<file path="src/rtl/input_debounce_ctrl.sv">
// -----------------------------------------------------------------------------
// input_debounce_ctrl
//
// Front end of the memory-mapped switch/button input peripheral. Synchronizes
// the raw switches and buttons, debounces the buttons, latches press events in
// a sticky pending register and raises a maskable level interrupt. Reads are a
// zero-latency combinational mux on addr; writes configure the mask and clear
// events (write-one-to-clear).
//
// Optional feature macro: INPUT_RELEASE_EVENT_EN
//   When defined, button releases (stable 1->0) are latched in a W1C release
//   register at 0x1C and also contribute to irq. When undefined, no release
//   flops exist and 0x1C reads 0.
//
// Ports:
//   clk     in   1   system clock, all state on the rising edge
//   rst     in   1   synchronous active-high reset
//   addr    in   8   peripheral byte address, full 8-bit decode
//   we      in   1   write strobe for addr
//   wdata   in  32   write data
//   io_sw   in  32   raw asynchronous switches
//   io_btn  in   4   raw asynchronous buttons, active-high
//   rdata   out 32   combinational read data for addr
//   irq     out  1   registered level interrupt
//
// Register map (unused bits read 0, unmapped addresses read 0):
//   0x00  sw_sync[31:0]  RO
//   0x10  stable[3:0]    RO
//   0x14  pend[3:0]      W1C
//   0x18  mask[3:0]      RW
//   0x1C  rel[3:0]       W1C (only with INPUT_RELEASE_EVENT_EN)
// -----------------------------------------------------------------------------
module input_debounce_ctrl #(
   parameter int unsigned DEBOUNCE_CYCLES = 16'd50000
) (
   input  logic        clk,
   input  logic        rst,
   input  logic [7:0]  addr,
   input  logic        we,
   input  logic [31:0] wdata,
   input  logic [31:0] io_sw,
   input  logic [3:0]  io_btn,
   output logic [31:0] rdata,
   output logic        irq
);

   // Counter width is derived from the debounce length and is not overridable.
   localparam int unsigned CNT_W = $clog2(DEBOUNCE_CYCLES + 1);
   localparam int unsigned NBTN  = 4;

   // Terminal count: the stable value flips on the edge where the counter
   // has already seen DEBOUNCE_CYCLES-1 differing cycles plus the current one.
   localparam logic [CNT_W-1:0] CntLast = CNT_W'(DEBOUNCE_CYCLES - 1);
   localparam logic [CNT_W-1:0] CntOne  = CNT_W'(1);

   localparam logic [7:0] AddrSw     = 8'h00;
   localparam logic [7:0] AddrStable = 8'h10;
   localparam logic [7:0] AddrPend   = 8'h14;
   localparam logic [7:0] AddrMask   = 8'h18;
   localparam logic [7:0] AddrRel    = 8'h1C;

   // ---------------------------------------------------------------------------
   // Two-flop synchronizers
   // ---------------------------------------------------------------------------
   logic [31:0]     sw_sync1_q, sw_sync2_q;
   logic [NBTN-1:0] btn_sync1_q, btn_sync2_q;

   always_ff @(posedge clk) begin
      if (rst) begin
         sw_sync1_q  <= '0;
         sw_sync2_q  <= '0;
         btn_sync1_q <= '0;
         btn_sync2_q <= '0;
      end else begin
         sw_sync1_q  <= io_sw;
         sw_sync2_q  <= sw_sync1_q;
         btn_sync1_q <= io_btn;
         btn_sync2_q <= btn_sync1_q;
      end
   end

   // ---------------------------------------------------------------------------
   // Per-button debounce
   // ---------------------------------------------------------------------------
   logic [CNT_W-1:0] cnt_q [NBTN];
   logic [CNT_W-1:0] cnt_d [NBTN];
   logic [NBTN-1:0]  stable_q, stable_d;
   logic [NBTN-1:0]  rise, fall;

   always_comb begin
      stable_d = stable_q;
      for (int i = 0; i < NBTN; i++) begin
         cnt_d[i] = cnt_q[i];
         if (btn_sync2_q[i] == stable_q[i]) begin
            // Agreement (including any glitch ending) restarts the count.
            cnt_d[i] = '0;
         end else if (cnt_q[i] == CntLast) begin
            stable_d[i] = btn_sync2_q[i];
            cnt_d[i]    = '0;
         end else begin
            // Bounded by the CntLast compare above, so this never wraps.
            cnt_d[i] = cnt_q[i] + CntOne;
         end
      end
   end

   // Edge events are taken from the stable transition itself so that the
   // event flop sets on the same edge the stable value updates.
   assign rise = stable_d & ~stable_q;
   assign fall = ~stable_d & stable_q;

   always_ff @(posedge clk) begin
      if (rst) begin
         stable_q <= '0;
         for (int i = 0; i < NBTN; i++) begin
            cnt_q[i] <= '0;
         end
      end else begin
         stable_q <= stable_d;
         for (int i = 0; i < NBTN; i++) begin
            cnt_q[i] <= cnt_d[i];
         end
      end
   end

   // ---------------------------------------------------------------------------
   // Write decode
   // ---------------------------------------------------------------------------
   logic            wr_pend, wr_mask;
   logic [NBTN-1:0] pend_clr;

   assign wr_pend  = we && (addr == AddrPend);
   assign wr_mask  = we && (addr == AddrMask);
   assign pend_clr = wr_pend ? wdata[NBTN-1:0] : '0;

   // Only the low nibble of wdata reaches any register.
   logic unused_wdata;
   assign unused_wdata = ^wdata[31:NBTN];

   // ---------------------------------------------------------------------------
   // Event, mask and interrupt registers
   // ---------------------------------------------------------------------------
   logic [NBTN-1:0] pend_q, pend_d;
   logic [NBTN-1:0] mask_q, mask_d;
   logic [NBTN-1:0] irq_src;
   logic            irq_q, irq_d;

   // Set wins over a simultaneous W1C of the same bit.
   assign pend_d = (pend_q & ~pend_clr) | rise;
   assign mask_d = wr_mask ? wdata[NBTN-1:0] : mask_q;

`ifdef INPUT_RELEASE_EVENT_EN
   logic            wr_rel;
   logic [NBTN-1:0] rel_clr;
   logic [NBTN-1:0] rel_q, rel_d;

   assign wr_rel  = we && (addr == AddrRel);
   assign rel_clr = wr_rel ? wdata[NBTN-1:0] : '0;
   assign rel_d   = (rel_q & ~rel_clr) | fall;

   always_ff @(posedge clk) begin
      if (rst) begin
         rel_q <= '0;
      end else begin
         rel_q <= rel_d;
      end
   end

   assign irq_src = (pend_q | rel_q) & mask_q;
`else
   // Release events are not tracked in this build.
   logic unused_fall;
   assign unused_fall = ^fall;

   assign irq_src = pend_q & mask_q;
`endif

   // irq registers the current masked event state, so it trails the event
   // flop by one edge on both assertion and clear.
   assign irq_d = |irq_src;

   always_ff @(posedge clk) begin
      if (rst) begin
         pend_q <= '0;
         mask_q <= '0;
         irq_q  <= 1'b0;
      end else begin
         pend_q <= pend_d;
         mask_q <= mask_d;
         irq_q  <= irq_d;
      end
   end

   assign irq = irq_q;

   // ---------------------------------------------------------------------------
   // Combinational read mux
   // ---------------------------------------------------------------------------
   always_comb begin
      rdata = 32'h0;
      case (addr)
         AddrSw:     rdata = sw_sync2_q;
         AddrStable: rdata = {28'h0, stable_q};
         AddrPend:   rdata = {28'h0, pend_q};
         AddrMask:   rdata = {28'h0, mask_q};
`ifdef INPUT_RELEASE_EVENT_EN
         AddrRel:    rdata = {28'h0, rel_q};
`endif
         default:    rdata = 32'h0;
      endcase
   end

endmodule
</file>
<file path="config.mk">
export PLATFORM = sky130hd
export DESIGN_NAME = input_debounce_ctrl
export DESIGN_NICKNAME = d
export VERILOG_FILES = /design/src/rtl/input_debounce_ctrl.sv
export SDC_FILE = /design/constraint.sdc
export NUM_CORES = 1
export LEC_CHECK = 0
export CAP_MARGIN = 30
export CORE_MARGIN = 2
export CORE_UTILIZATION = 50
export CTS_CLUSTER_SIZE = 24
export DETAILED_ROUTE_END_ITERATION = 10
export MAX_ROUTING_LAYER = met4
export PLACE_DENSITY = 0.78
export SYNTH_ARGS = -nofsm -noshare
export SYNTH_HDL_FRONTEND = slang
export SYNTH_SLANG_ARGS = --single-unit
</file>
<file path="constraint.sdc">
create_clock -name clk -period 9.28 [get_ports clk]
set_clock_uncertainty 0.1 [all_clocks]
set_input_delay 2.32 -clock clk [delete_from_list [all_inputs] [get_ports clk]]
set_output_delay 2.32 -clock clk [all_outputs]
set_load 0.02 [all_outputs]
</file>
**Word level (Yosys, flattened, before mapping)**

Memories as Yosys holds them, arrays and structs flattened.
Index checks and enable logic that the tools add are counted.

- Bitwise gates (word level): 10
- Muxes and demuxes: 25
- $add $sub $neg: 4
- Reductions and logical operators: 4
- Equal/unequal tests: 11

Operators by type and width:

| operator | count |
|---|---|
| $mux 16 | 12 |
| $pmux 32 s4 | 1 |
| $add 16x1->16 const B | 4 |
| $eq 16x16->1 const B | 4 |
| $eq 8x5->1 const B | 3 |
| $and 4x4->4 | 3 |
| $mux 1 | 11 |
| $logic_not 8->1 | 1 |
| $not 4->4 | 2 |
| $eq 1x1->1 | 4 |
| $mux 4 | 1 |
| $or 1x1->1 | 4 |
| $or 4x4->4 | 1 |
| $reduce_or 4->1 | 1 |
| $logic_and 1x1->1 | 2 |

- Input bits: 79
- Bits in registers: 85
- Output and inout port bits: 33
- Word-level logic and storage cells: 63
- RAM bits: 64
- Memories kept: 1

Memories:

| name | words | bits a word | read ports | clocked after Yosys merged registers in | wr ports | line | RTL |
|---|---|---|---|---|---|---|---|
| cnt_q | 4 | 16 | 4 | 0 | 4 | 85 | `logic [CNT_W-1:0] cnt_q [NBTN];` |

**Depth between registers and ports, before layout**

Gate-level depths: netlist (run 1).

- Depth after elaboration: 6
- Gate-level depth with buffers: 7
- Depth with buffers taken out: 5

**Least setup slack after synthesis (run 1)**

OpenSTA, ideal clock, no wires.

- Path type: input port to output port
- From: input port addr[1]
- To: output port rdata[10]
- Arrival time: 3.978 ns
- Buffers on the path: 1
- Cell stages on the path: 5
- Required time: 6.860 ns
- Path slack: 2.882 ns
- Path through: or4_1 > or3_1 > nor3_2 > clkbuf_1 > and2_1

- Longest elaborated chain between the ends: 2
- Elaborated cells between the ends (all ways): 5
- Classes of those cells: eq/ne (3); mux (1); reduce/logical (1)

Ends and longest elaborated chain:

| what | line | RTL |
|---|---|---|
| from (decl) | 38 | `input logic [7:0] addr,` |
| $eq 8x5->1 / $logic_not 8->1 (equally long branches) | 201 | `case (addr)` |
| $pmux 32 s4 * | 201 |  |
| to (decl) | 43 | `output logic [31:0] rdata,` |

Every way passes the cells marked *; elsewhere a longest branch is shown, timed or not.

**Worst setup path in the final report (run 1)**

- From: input port addr[0]
- To: output port rdata[29]

The elaborated chain is that of the path after synthesis.

==> reports/results.ini, run 1 <==
[run_status]
outcome=complete, no violations

[cts]
h-tree-depth=4
cts_buffer_depth=2
clock-sinks=149
cts_hold_buf=0
clock_latency_ps=410
cts-root-buf=clkbuf_16
cts_tree=built
post_cts_buffers=0
cts_buffers=17
post_cts_resized=0
path_clk_slew_ps=60

[synthesis]
synth-edff-count=0
ys_warn_count=0
syn_area_per_cell_um2=9.49
synth_area_mm2=0.00567
synthTopCellsByArea=dfxtp_1, nor2b_1, xnor2_1, nor2_1, and2_1
mappedNetlistNets=680
synthArstFlopShare_pct=0
synth_ff_type=dfxtp_1
netlist_instances=597
synth_top_area_cell=dfxtp_1
yosysSeqAreaShare_pct=52.6
yosys_register_bits=149
synth_top_area_share_pct=52.6
synth.distinct_cells=43

[sta]
min_period_ps=7350
rsz0062_at_grt=false
hold_viol=0
post-route-period-util_pct=79.2
tightest_slew_ps=873
setup_viol=0
fin_ws_ps=1930
whs_ps=334
slew_headroom_pct=41.8
tns_ps=0
drv_slew=0
fmax_ghz=0.136

[global_routing]
antenna_found_initial=0
grt_pass1_wl_mm=19.0
grt.total_usage_pct=19.5
grt_pass1_vias=4157
grt_start_max_net_pins=92
overflow=0

[die]
start_util_pct=51.8
die_h_um=110
io_pins=112
core_area_mm2=0.0109
dieArea_mm2=0.0122
rows=38
die_w_um=110

[place]
place_area_mm2=0.00659
dp_hpwl_mm=7.61
dp_slack_ps=1940
port_buffers=83
dp.cells=800
finalWeightedCongestion=0.825

[setup_path]
slowest_delay_ps=650
worst_path_max_delay_cell=clkdlybuf4s50_1
rr_startpoint=cnt_q[2][13]
end_kind=primary output
critical_path_arrival_ps=4930
crit_top_cell=clkdlybuf4s50_1
reg2reg_depth=4
cp_max_fo=28
crit_chain=clkdlybuf4s50_1 > or4_1 > or3_1 > nor3_2 > buf_4 > and2_1 > clkdlybuf4s50_1
crit_path_start_kind=input port
worst-endpoint-required_ps=6860
r2r-end=cnt_q[2][5]
r2r_slack_ps=6970
crit_type=in -> out

[power]
max-vdd-ir-drop_mv=0.135
p_per_area_mw_per_mm2=190
leakage_nw=2.41

[cells_and_area]
nets=762
fin_cells=829
fin_area_mm2=0.00716
syn_to_final_growth_pct=26.3
n_antenna_cell=0
drive_gt1_share_pct=5.66

[route]
drc_errors=0
routedWlPerCell_um=13.6
drt-total-wl_mm=11.3
first_pass_iters=7
vias_per_cell=5.09
ant_nets=0
vias=4219
drt_iter0_markers=309

[worst_hold_path]
hp-start=sw_sync1_q[10]
whs_endpoint=sw_sync2_q[10]
hp-class=reg -> reg
min_path_cells=1

[job]
max_cap_violations=0

kinds of logic (layout without fill, tap and decap cells):
| logic type | after synthesis | count (layout) | synth area share [%] |
|---|---|---|---|
| AO/OA/AOI/OAI | 23 | 23 | 2.16 |
| XOR/XNOR | 58 | 58 | 8.96 |
| adder cells (fa/ha/maj) | 4 | 4 | 0.883 |
| buffers and inverters | 40 | 132 | 2.76 |
| flip-flops | 149 | 149 | 52.6 |
| multiplexers | 12 | 12 | 2.12 |
| AND/OR/NAND/NOR | 311 | 311 | 30.5 |
metal layers:
metal | part of all wire (%) | wire length (um) | GRT usage, %
met1 | 43 | 4890 | 21.6
met4 | 1.0 | 117 | 6.92
met3 | 4.3 | 491 | 6.04
met5 | 0 | 0 | -
met2 | 51 | 5790 | 33.2
worst max-delay path, delay by kind of cell:
family | cells | cell delay [ps]
buffers and inverters | 3 | 1350
and+or+nand+nor | 4 | 1230
how the worst max path moves through the flow:
stage	startpoint	to	slack, ps	cells past startpoint
2_1_floorplan	addr[1]	rdata[10]	2880	5
3_3_place_gp	addr[1]	rdata[21]	1960	7
3_5_place_dp	addr[0]	rdata[8]	1940	7
4_1_cts	addr[0]	rdata[29]	1910	7
5_1_grt	addr[0]	rdata[29]	1810	7
6_report	addr[0]	rdata[29]	1930	7
power breakdown:
part | internal (mW) | leakage (nW) | switching (mW) | total (mW)
sequential | 0.655 | 1.22 | 0.00390 | 0.659
combinational | 0.0281 | 0.929 | 0.0179 | 0.0460
clock | 0.404 | 0.270 | 0.250 | 0.653
total | 1.09 | 2.41 | 0.271 | 1.36
through the flow:
| stage | power (mW) | utilization [%] |
|---|---|---|
| final | 1.36 | 65.4 |
| after global routing | 1.40 | 65.4 |
| after CTS | 1.37 | 65.4 |
| after floorplan | 0.692 | - |
| after detailed placement | 0.719 | 60.3 |
| after global placement | 0.716 | 60.3 |
layout make-up:
class                   instances  area (um2)
fillers                       859        3780
clock buffers                  20         457
well taps                     140         175
multi-input cells             408        2530
repair buffers                 85         841
inverters                      18        67.6
flip-flops and latches        149        2980
clock inverters                 9         106
Yosys cell counts, types with 2 or more instances:
library cell	number
nor3_1	17
and3_1	3
nand3b_1	3
a22oi_1	2
mux2i_1	12
or4_1	5
dfxtp_1	149
clkbuf_1	18
or4bb_1	2
and4b_1	2
or3_1	7
nor2b_1	72
and2_1	28
nor4b_1	2
a21oi_1	7
nand3_1	24
nor2_1	81
inv_1	18
o21ai_0	13
nand2_1	21
xor2_1	8
xnor2_1	50
nand4_1	17
ha_1	4
nor4_1	14
state kept, by name (all words and copies together), names as in the netlist:
register	count
irq	1
sw_sync2_q	32
sw_sync1_q	32
mask_q	4
pend_q	4
btn_sync2_q	4
cnt_q	64
btn_sync1_q	4
stable_q	4
placed cells by master (no fill, tap or decap), drive strengths merged, types with 2 or more instances in the layout:
| cell | netlist | final |
|---|---|---|
| dfxtp | 149 | 149 |
| clkdlybuf4s50 | 0 | 82 |
| nor2 | 81 | 81 |
| nor2b | 72 | 72 |
| xnor2 | 50 | 50 |
| and2 | 28 | 28 |
| nand3 | 24 | 24 |
| nand2 | 21 | 21 |
| clkbuf | 19 | 20 |
| inv | 18 | 18 |
| nor3 | 18 | 18 |
| nand4 | 17 | 17 |
| nor4 | 15 | 15 |
| o21ai | 13 | 13 |
| mux2i | 12 | 12 |
| xor2 | 8 | 8 |
| or3 | 7 | 7 |
| a21oi | 7 | 7 |
| or4 | 6 | 6 |
| ha | 4 | 4 |
| and3 | 4 | 4 |
| clkinv | 0 | 4 |
| nand3b | 3 | 3 |
| clkinvlp | 0 | 3 |
| buf | 3 | 3 |
| or4bb | 2 | 2 |
| and4b | 2 | 2 |
| nor4b | 2 | 2 |
| a22oi | 2 | 2 |
| bufinv | 0 | 2 |
| or3b | 2 | 2 |
No activity file was read; power rests on OpenSTA's default activity.
==> inputs of run 2 (changes only) <==
Settings changed: CORE_UTILIZATION 50 to 46, PLACE_DENSITY 0.78 to 0.75.
Clock period 9.28 ns to 5.9 ns, I/O delays scaled along.
==> reports/results.ini, run 2 (synthesis results as in run 1) <==
[run_status]
outcome=complete, no violations

[route]
ant_nets=0  ; unchanged
drc_errors=0  ; unchanged
drt-total-wl_mm=10.9  ; -3.8%
drt_iter0_markers=220  ; -29%
first_pass_iters=4  ; -3
routedWlPerCell_um=12.9  ; -5.1%
vias_per_cell=5.00  ; -1.7%
vias=4202  ; -0.40%

[worst_hold_path]
hp-class=reg -> reg
min_path_cells=1  ; unchanged

[cells_and_area]
n_antenna_cell=0  ; unchanged
nets=765  ; +0.39%
fin_cells=840  ; +1.3%
final_cell_mix=dfxtp_1, clkdlybuf4s50_1, nor2_1
reg_top3=cnt_q x64, sw_sync1_q x32, sw_sync2_q x32
largest_register_ffs=64  ; unchanged
final_common_cell=dfxtp_1
syn_to_final_growth_pct=27.8
top_register=cnt_q
drive_gt1_share_pct=6.35  ; +0.69 points

[place]
dp_slack_ps=222  ; -1720 ps
finalWeightedCongestion=0.842  ; +2.0%
dp_hpwl_mm=7.31  ; -4.0%
port_buffers=83  ; unchanged
dp.cells=810  ; +1.3%

[cts]
path_clk_slew_ps=60  ; about the same
cts_tree=built
post_cts_resized=0  ; unchanged
cts_hold_buf=0  ; unchanged
h-tree-depth=4  ; unchanged
cts-root-buf=clkbuf_16
cts_buffers=17  ; unchanged
post_cts_buffers=0  ; unchanged
cts_buffer_depth=2  ; unchanged
clock_latency_ps=420  ; about the same
clock-sinks=149  ; unchanged

[sta]
tns_ps=0  ; unchanged
tightest_slew_ps=776  ; -97.3 ps
post-route-period-util_pct=95.8
rsz0062_at_grt=false
slew_headroom_pct=48.3  ; +6.5 points
hold_viol=0  ; unchanged
fin_ws_ps=247  ; -1680 ps
setup_viol=0  ; unchanged
fmax_ghz=0.177
min_period_ps=5650
drv_slew=0  ; unchanged

[setup_path]
reg2reg_depth=4  ; unchanged
worst-endpoint-required_ps=4320  ; -2540 ps
crit_type=in -> out
end_kind=primary output
cp_max_fo=28  ; unchanged
crit_path_start_kind=input port
critical_path_arrival_ps=4080  ; -850 ps

[power]
clkPwrFrac_pct=49.2  ; +1.1 points
swShare_pct=19.4  ; -0.62 points
pwr-share-comb_pct=3.4  ; about the same
leakage_nw=2.45  ; +1.4%
p_sw_uw=422  ; +56%
seqPwrFrac_pct=47.5  ; -1.0 points
max-vdd-ir-drop_mv=0.188  ; +39%
p_per_area_mw_per_mm2=301  ; +59%
internal_power_mw=1.76  ; +62%

[global_routing]
grt.total_usage_pct=17.9  ; -1.6 points
antenna_found_initial=0  ; unchanged
grt_pass1_vias=4055  ; -2.5%
grt_pass1_wl_mm=18.2  ; -4.4%
grt_start_max_net_pins=46  ; -50%
overflow=0  ; unchanged

[die]
dieArea_mm2=0.0132  ; +8.4%
core_area_mm2=0.0120  ; +9.8%
io_pins=112  ; unchanged
start_util_pct=47.2  ; -4.6 points
die_w_um=115  ; +4.1%
rows=40  ; +5.3%
die_h_um=115  ; +4.1%

[job]
max_cap_violations=0  ; unchanged

[run 2: cell count changes in the layout (fill, tap and decap cells not counted), sizes merged]
cell | before | now
buf | 3 | 6
clkinvlp | 3 | 4
clkinv | 4 | 1
clkbuf | 20 | 23
[run 2: worst max-delay path, cell delays in order]
cell             delay [ps]
clkdlybuf4s50_1         410
or4_1                   540
or3_1                   420
nor3_2                  240
buf_12                  200
and2_1                  140
clkdlybuf4s50_1         630
[run 2: per-stage QoR]
step                      instance area, um2  hold slack, ps  power (mW)  utilization (%)
after floorplan                         5670             314        1.09                -
after detailed placement                6640             322        1.13             55.3
after CTS                               7240             334        2.21             60.3
after global routing                    7240             350        2.26             60.3
after global placement                  6640             316        1.13             55.3
final                                   7240             331        2.18             60.3
[run 2: final cells by class]
type | instances | area, um2
fill | 1020 | 4770
sequential | 149 | 2980
multi-input combinational | 408 | 2530
timing repair buffer | 88 | 876
clock buffer | 23 | 508
tap | 147 | 184
clock inverter | 7 | 95.1
inverter | 18 | 67.6
[run 2: per-layer routing]
metal	part of all wire, %	track usage [%]	wire length [um]	up-vias
met1	46	21.3	4960	1919
li1	-	-	-	2146
met2	45	26.8	4870	120
met3	7.5	6.75	820	17
met4	1.9	8.43	209	0
met5	0	-	0	-
[run 2: power groups by stage]
stage / clock network, mW / logic, mW / registers (mW)
after CTS: 1.10 / 0.0743 / 1.04
final: 1.07 / 0.0732 / 1.04
after global placement: 0 / 0.0722 / 1.06
after floorplan: 0 / 0.0331 / 1.06
after global routing: 1.14 / 0.0806 / 1.04
after detailed placement: 0 / 0.0738 / 1.06
[run 2: final timing paths]
| path | startpoint | endpoint | slack (ps) |
|---|---|---|---|
| worst min-delay path | sw_sync1_q[2] | sw_sync2_q[2] | 330 |
| worst max-delay path | addr[1] | rdata[7] | 250 |
| worst max register to register | cnt_q[2][13] | cnt_q[2][7] | 3640 |
| worst min register to register | sw_sync1_q[2] | sw_sync2_q[2] | 330 |
==> inputs of run 3 (changes only) <==
Settings changed: PLACE_DENSITY 0.75 to default, PLACE_DENSITY_LB_ADDON from default to 0.12.
==> reports/results.ini, run 3 (synthesis results as in run 1) <==
[run_status]
outcome=complete, no violations

[sta]
rsz0062_at_grt=false
whs_ps=331  ; -0.471 ps
slew_headroom_pct=39.5  ; -8.8 points
min_period_ps=5610  ; -39.6 ps
fin_ws_ps=286  ; +39.6 ps
tns_ps=0  ; unchanged
drv_slew=0  ; unchanged
tightest_slew_ps=907  ; +132 ps
hold_viol=0  ; unchanged
fmax_ghz=0.178  ; +0.71%
post-route-period-util_pct=95.1  ; -0.67 points
setup_viol=0  ; unchanged

[route]
vias=4141  ; -1.5%
first_pass_iters=4  ; unchanged
vias_per_cell=4.92  ; -1.6%
ant_nets=0  ; unchanged
drt_iter0_markers=272  ; +24%
drt-total-wl_mm=10.9  ; +0.20%
drc_errors=0  ; unchanged
routedWlPerCell_um=12.9  ; about the same

[die]
die_w_um=115  ; unchanged
io_pins=112  ; unchanged
core_area_mm2=0.0120  ; unchanged
rows=40  ; unchanged
dieArea_mm2=0.0132  ; unchanged
start_util_pct=47.2  ; unchanged
die_h_um=115  ; unchanged

[cells_and_area]
n_antenna_cell=0  ; unchanged
syn_to_final_growth_pct=26.3
drive_gt1_share_pct=6.05  ; -0.30 points
final_cell_mix=dfxtp_1, clkdlybuf4s50_1, nor2_1
reg_top3=cnt_q x64, sw_sync1_q x32, sw_sync2_q x32
largest_register_ffs=64  ; unchanged
fin_area_mm2=0.00716  ; -1.1%
fin_cells=841  ; +0.12%
top_register=cnt_q
final_common_cell=dfxtp_1
fin_util_pct=59.6  ; -0.68 points
nets=764  ; -0.13%

[place]
dp_slack_ps=284  ; +61.7 ps
dp.cells=809  ; -0.12%
dp_hpwl_mm=7.45  ; +2.0%
place_area_mm2=0.00663  ; -0.11%
port_buffers=83  ; unchanged
finalWeightedCongestion=0.815  ; -3.1%

[cts]
cts_tree=built
cts_buffers=17  ; unchanged
cts-root-buf=clkbuf_16
clock_latency_ps=410  ; about the same
post_cts_resized=0  ; unchanged
clock-sinks=149  ; unchanged
h-tree-depth=4  ; unchanged
path_clk_slew_ps=60  ; about the same
cts_hold_buf=0  ; unchanged
cts_buffer_depth=2  ; unchanged
post_cts_buffers=0  ; unchanged

[power]
leakage_nw=2.40  ; -1.8%
p_per_area_mw_per_mm2=289  ; -4.1%
total_power_mw=2.07  ; -5.2%
max-vdd-ir-drop_mv=0.194  ; +3.2%

[global_routing]
antenna_found_initial=0  ; unchanged
overflow=0  ; unchanged
grt.total_usage_pct=18.1  ; +0.16 points
grt_pass1_vias=3889  ; -4.1%
grt_pass1_wl_mm=18.1  ; -0.11%
grt_start_max_net_pins=54  ; +17%

[setup_path]
end_kind=primary output
worst-endpoint-required_ps=4320  ; about the same
r2r_slack_ps=3620  ; -20 ps
cp_max_fo=28  ; unchanged
crit_path_start_kind=input port
critical_path_arrival_ps=4040  ; -40 ps
crit_type=in -> out

[worst_hold_path]
hp-class=reg -> reg

[job]
max_cap_violations=0  ; unchanged

run 3: changes by cell type in the layout (fill, tap and decap cells not counted):
cell / change
clkbuf_8: -5
clkbuf_1: +3
bufinv_16: -2
clkinv_2: +2
inv_6: +2
buf_4: -1
clkinv_4: +1
clkinvlp_4: +1
run 3: final timing paths:
path	start	depth (start not counted)	endpoint
min reg2reg	sw_sync1_q[27]	1	sw_sync2_q[27]
min	sw_sync1_q[27]	1	sw_sync2_q[27]
max reg2reg	cnt_q[2][13]	4	cnt_q[2][9]
max	addr[1]	7	rdata[24]
run 3: cell type report:
| type | instances | area (um2) |
|---|---|---|
| Fill cell | 1058 | 4850 |
| Multi-Input combinational cell | 408 | 2530 |
| Clock inverter | 11 | 78.8 |
| Tap cell | 147 | 184 |
| Inverter | 18 | 67.6 |
| Timing Repair Buffer | 87 | 868 |
| Clock buffer | 21 | 450 |
| Sequential cell | 149 | 2980 |
run 3: per-layer routing:
layer,wire (um),vias to the layer above,global-route usage (%),share of wire [%]
met3,833,16,6.91,7.7
met5,0,-,-,0
met2,4730,91,26.2,43
met4,181,0,8.03,1.7
li1,-,2152,-,-
met1,5140,1882,22.4,47
run 3: report_power, final:
group,internal (mW),switching [mW],total [mW]
sequential,1.03,0.00542,1.04
clock,0.548,0.413,0.961
combinational,0.0450,0.0273,0.0723
run 3: worst max-delay path, cell delays in order:
cell	delay (ps)
clkdlybuf4s50_1	400
or4_1	530
or3_1	430
nor3_2	220
buf_12	200
and2_1	150
clkdlybuf4s50_1	610
